==> src/rtl/err_compute_sat.sv <==
// Position-weighted IR error: eight terms accumulated serially through one shared
// add/subtract datapath, then clipped to a signed ERR_W-bit result with a one-cycle strobe.
module err_compute_sat #(
    parameter int IR_W  = 12,
    parameter int ERR_W = 10
) (
    input  logic                    clk,
    input  logic                    rst_n,
    input  logic                    IR_vld,
    input  logic [IR_W-1:0]         IR_R0,
    input  logic [IR_W-1:0]         IR_R1,
    input  logic [IR_W-1:0]         IR_R2,
    input  logic [IR_W-1:0]         IR_R3,
    input  logic [IR_W-1:0]         IR_L0,
    input  logic [IR_W-1:0]         IR_L1,
    input  logic [IR_W-1:0]         IR_L2,
    input  logic [IR_W-1:0]         IR_L3,
    output logic signed [ERR_W-1:0] err_sat,
    output logic                    err_vld,
    output logic                    busy
);

    // Largest weighted sum is 15*(2^IR_W-1), so five extra bits never wrap.
    localparam int ACC_W = IR_W + 5;
    localparam logic signed [ACC_W-1:0] ACC_MAX = ACC_W'(2 ** (ERR_W - 1) - 1);
    localparam logic signed [ACC_W-1:0] ACC_MIN = ACC_W'(-(2 ** (ERR_W - 1)));

    typedef enum logic [1:0] {
        IDLE  = 2'd0,
        ACCUM = 2'd1,
        SAT   = 2'd2
    } state_t;

    state_t                  state;
    state_t                  state_nxt;
    logic [2:0]              cnt;
    logic signed [ACC_W-1:0] acc;
    logic signed [ACC_W-1:0] term;
    logic [IR_W-1:0]         r_cap [4];
    logic [IR_W-1:0]         l_cap [4];
    logic [IR_W-1:0]         sel;
    logic                    start;

    function automatic logic signed [ERR_W-1:0] sat(input logic signed [ACC_W-1:0] a);
        if (a > ACC_MAX)
            sat = {1'b0, {(ERR_W-1){1'b1}}};
        else if (a < ACC_MIN)
            sat = {1'b1, {(ERR_W-1){1'b0}}};
        else
            sat = a[ERR_W-1:0];
    endfunction

    assign start = (state == IDLE) && IR_vld;
    assign busy  = (state == ACCUM) || (state == SAT);

    // Even cnt adds a right reading, odd cnt subtracts a left one; weight is 2^(cnt/2).
    assign sel  = cnt[0] ? l_cap[cnt[2:1]] : r_cap[cnt[2:1]];
    assign term = $signed({{(ACC_W-IR_W){1'b0}}, sel} << cnt[2:1]);

    always_ff @(posedge clk or negedge rst_n) begin
        if (!rst_n)
            state <= IDLE;
        else
            state <= state_nxt;
    end

    always_comb begin
        state_nxt = IDLE;
        case (state)
            IDLE:    state_nxt = IR_vld ? ACCUM : IDLE;
            ACCUM:   state_nxt = (cnt == 3'd7) ? SAT : ACCUM;
            SAT:     state_nxt = IDLE;
            default: state_nxt = IDLE;
        endcase
    end

    // Frame capture: readings only need to be valid at the accepting edge.
    always_ff @(posedge clk) begin
        if (start) begin
            r_cap[0] <= IR_R0;
            r_cap[1] <= IR_R1;
            r_cap[2] <= IR_R2;
            r_cap[3] <= IR_R3;
            l_cap[0] <= IR_L0;
            l_cap[1] <= IR_L1;
            l_cap[2] <= IR_L2;
            l_cap[3] <= IR_L3;
        end
    end

    always_ff @(posedge clk or negedge rst_n) begin
        if (!rst_n) begin
            acc     <= '0;
            cnt     <= '0;
            err_sat <= '0;
            err_vld <= 1'b0;
        end else begin
            err_vld <= (state == SAT);
            if (start) begin
                acc <= '0;
                cnt <= '0;
            end else if (state == ACCUM) begin
                acc <= cnt[0] ? (acc - term) : (acc + term);
                cnt <= cnt + 3'd1;
            end
            if (state == SAT)
                err_sat <= sat(acc);
        end
    end

endmodule

==> config.mk <==
export PLATFORM = sky130hd
export DESIGN_NAME = err_compute_sat
export DESIGN_NICKNAME = d
export VERILOG_FILES = /design/src/rtl/err_compute_sat.sv
export SDC_FILE = /design/constraint.sdc
export NUM_CORES = 1
export LEC_CHECK = 0
export CAP_MARGIN = 0
export CORE_MARGIN = 8
export CORE_UTILIZATION = 58
export CTS_CLUSTER_SIZE = 8
export DETAILED_ROUTE_END_ITERATION = 8
export GPL_ROUTABILITY_DRIVEN = 0
export GPL_TIMING_DRIVEN = 1
export PLACE_DENSITY = 0.89
export SETUP_SLACK_MARGIN = 0.4
export SKIP_CTS_REPAIR_TIMING = 1
export SYNTH_ARGS = -nofsm -noshare
export SYNTH_HDL_FRONTEND = slang
export SYNTH_SLANG_ARGS = --single-unit
==> constraint.sdc <==
create_clock -name clk -period 12 [get_ports clk]
set_input_delay 1.8 -clock clk [delete_from_list [all_inputs] [get_ports clk]]
set_output_delay 1.8 -clock clk [all_outputs]
set_load 0.005 [all_outputs]
==> reports/qor.csv <==
stage,metric,value,unit
sta,Setup TNS,0,ns
sta,Final setup viols,0,
place,placed inst area,0.007795,mm²
sta,Fin. Hold Viols,0,
yosys,syn avg cell area,13.50,µm²
cts,CTS tree,done,
finish,Layout fillers,671,
routing,DR vias/cell,5.811,
die,Die X,122.9,µm
power_and_ir_drop,Lkg Pwr,3.210,nW
sta,unrepaired setup endpoints after global routing,no,
setup_path,worst-path maximum fanout,48,
yosys,area share of the largest cell type after synthesis,43.49,%
routing,routed wire length,14980,µm
sta,max_slew headroom,38.66,%
yosys,dominant cells by area after synthesis,"edfxtp_1 (43%), dfrtp_1 (12%), mux4_2 (6.1%), ha_1 (4.2%), mux2i_1 (3.3%)",
cts,Num Clock Sinks,129,
yosys,Synth warnings,0,
min_path,HP Start,err_sat[9],
global_routing,overall routing resource usage,21.14,%
die,Die Ht,122.9,µm
cts,Num CTS Buffers,17,
die,row cnt,39,
setup_path,Reg2Reg Setup Slack,6.65,ns
yosys,sequential share of the synthesized area,55.95,%
global_routing,grt ovf,0,
cts,Worst-Skew Late Latency,0.43,ns
global_routing,initial antenna violation count,0,
yosys,Synth Cell Area,0.006629,mm²
sta,post-route minimum period,5.352,ns
setup_path,Worst R2R Start,cnt[1],
setup_path,Worst EP required,12.36,ns
finish,Area growth syn-to-layout,27.24,%
routing,DR iter-0 viols,391,
setup_path,CP Capture Type,register,
sta,fin. max-slew vios,0,
routing,WL/cell,19.68,µm
cts,H-tree Lvls,4,
finish,"Design Area, Final",0.008434,mm²
sta,Hold WS,0.5098,ns
sta,fin crit share,44.60,%
cts,CTS Buffer Depth,2,
yosys,Post-Syn Nets,613,
place,HPWL Detailed,10270,µm
die,I/O Pins,111,
job,maxcap violations,0,
finish,share of cells above drive strength 1,13.75,%
yosys,Commonest cells post-synth,"edfxtp_1 (96), nor2_1 (48), dfrtp_1 (33), nand2_1 (24), inv_1 (23)",
status,status,"complete, no violations",
routing,DR DRC count,0,
die,core box area,0.01127,mm²
routing,via count,4422,
cts,"Reg clk slew, reported paths",0.06,ns
yosys,"EDFF count, synth",96,
routing,drt pass-1 iters,5,
setup_path,WP data arrival,5.71,ns
min_path,Hold Path End,err_sat[9],
setup_path,CP Launch Type,register,
routing,ANT nets after route,0,
power_and_ir_drop,power density cells,336.7,mW/mm²
cts,CTS Root Cell,clkbuf_16,
yosys,Cell variety after synth,69,
yosys,asr flop ratio synth,25.58,%
die,Die ar.,0.01511,mm²
yosys,#FFs+latches synth,129,
yosys,Main synth FF type,edfxtp_1,
finish,Ant. Diodes,0,
die,Starting Density,58.81,%
min_path,hold crit path type,register to register,
yosys,most frequent cell after synthesis,edfxtp_1,
sta,Fmax achieved,0.1868,GHz
sta,Slew @ Worst Pin,0.9201,ns
setup_path,Reg2Reg Capture Point,acc[16],
finish,nets,728,
global_routing,vias in the first global route,4696,
place,port buffer count,110,
sta,skew final,0.007643,ns
setup_path,worst r2r path cells,20,
yosys,Post-Synthesis Cells,491,
min_path,depth of the worst hold-timing path,1,
yosys,cell taking the most area after synthesis,edfxtp_1,
global_routing,largest net degree at the start of global routing,81,
global_routing,first-pass GRT wire length,24190,µm
setup_path,critical path type,register to register,
power_and_ir_drop,maximum vdd drop,0.1605,mV
routing by layer:
metal / share of wire (%) / vias to the layer above / GRT usage, % / wire [µm]
met5: 0 / - / 0 / 0
met4: 1.9 / 0 / 8.606 / 285
met3: 8.7 / 28 / 8.493 / 1304
met2: 49 / 178 / 34.73 / 7413
met1: 40 / 2119 / 24.32 / 5977
li1: - / 2097 / - / -
cells in the final DEF, fill, tap and decap left out, types with 4 or more instances in the layout:
master | Yosys | routed
and2_1 | 6 | 6
xor2_1 | 9 | 9
mux4_1 | 7 | 7
inv_1 | 23 | 22
a21oi_1 | 19 | 19
mux4_2 | 18 | 18
o21ai_0 | 13 | 13
mux2_2 | 7 | 7
clkdlybuf4s50_1 | 0 | 110
bufinv_16 | 0 | 5
dfrtp_1 | 33 | 31
nand2_1 | 24 | 24
or3_1 | 5 | 5
edfxtp_1 | 96 | 96
o22ai_1 | 11 | 11
buf_4 | 0 | 6
nor2_1 | 48 | 48
a211oi_1 | 9 | 9
clkbuf_16 | 0 | 17
ha_1 | 22 | 22
nor4_1 | 4 | 4
nand3_1 | 5 | 5
nor3_1 | 12 | 12
xnor2_1 | 14 | 14
mux2i_1 | 22 | 22
sequential cells by signal, summed over array words and instances, names as in the netlist:
name,flops
l_cap,48
r_cap,48
acc,17
err_sat,10
cnt,3
state,2
err_vld,1
per-stage QoR:
step / total power (W) / setup WS, ns / util [%] / std cells
after floorplan: 0.001939 / 6.384 / - / 491
after global placement: 0.002156 / 7.046 / 69.15 / 730
after detailed placement: 0.002251 / 6.746 / 69.15 / 730
after CTS: 0.002831 / 6.703 / 74.83 / 761
after global routing: 0.003041 / 6.291 / 74.83 / 761
final: 0.002840 / 6.648 / 74.83 / 761
layout make-up:
cell class,count,area [µm²],share of cell area (%)
clock buffer,18,429.2,5.088
multi-input combinational,316,2659,31.52
inverter,26,100.1,1.187
clock inverter,13,210.2,2.492
timing repair buffer,116,1146,13.59
sequential,129,3711,44.00
tap,143,178.9,2.121
report_power, final:
part	switching, W	total (W)	internal, W
clock network	0.000196	0.000563	0.000368
logic	0.000872	0.00159	0.000722
registers	0.0000688	0.000683	0.000614
total	0.00114	0.00284	0.00170
how the worst max path moves through the flow:
stage / startpoint / end / slack [ns] / depth (start not counted)
3_3_place_gp: cnt[1] / acc[16] / 7.05 / 20
3_5_place_dp: cnt[1] / acc[16] / 6.75 / 20
6_report: cnt[1] / acc[16] / 6.65 / 20
2_1_floorplan: IR_vld / l_cap[0][0] / 6.38 / 4
4_1_cts: cnt[1] / acc[16] / 6.70 / 20
5_1_grt: cnt[1] / acc[16] / 6.29 / 20
logic make-up (layout without fill, tap and decap cells):
| group | Yosys count | after routing | share of synthesized area, % |
|---|---|---|---|
| AOI/OAI and AO/OA | 82 | 82 | 8.286 |
| and+or+nand+nor | 131 | 131 | 10.15 |
| DFF | 129 | 129 | 55.95 |
| buffers and inverters | 46 | 173 | 3.945 |
| xor gates and xnor gates | 23 | 23 | 3.039 |
| muxes | 57 | 57 | 14.18 |
| adders and majority gates | 23 | 23 | 4.454 |
critical path, stage by stage (launching register included):
cell and delay (ns):
dfrtp_2 0.34, buf_4 0.53, mux4_2 0.64, mux2i_4 0.25, nor2_1 0.07, a21oi_1 0.19, nor2_1 0.08, inv_1 0.07
ha_1 0.17, o31ai_1 0.12, nor4_4 0.41, a21oi_1 0.13, xnor2_1 0.15, ha_1 0.22, or2_2 0.29, or3_1 0.34
o21a_1 0.20, nand3b_1 0.25, a2111oi_0 0.62, o21bai_2 0.11, nand3_2 0.07
Power figures use the tool's default switching activity.
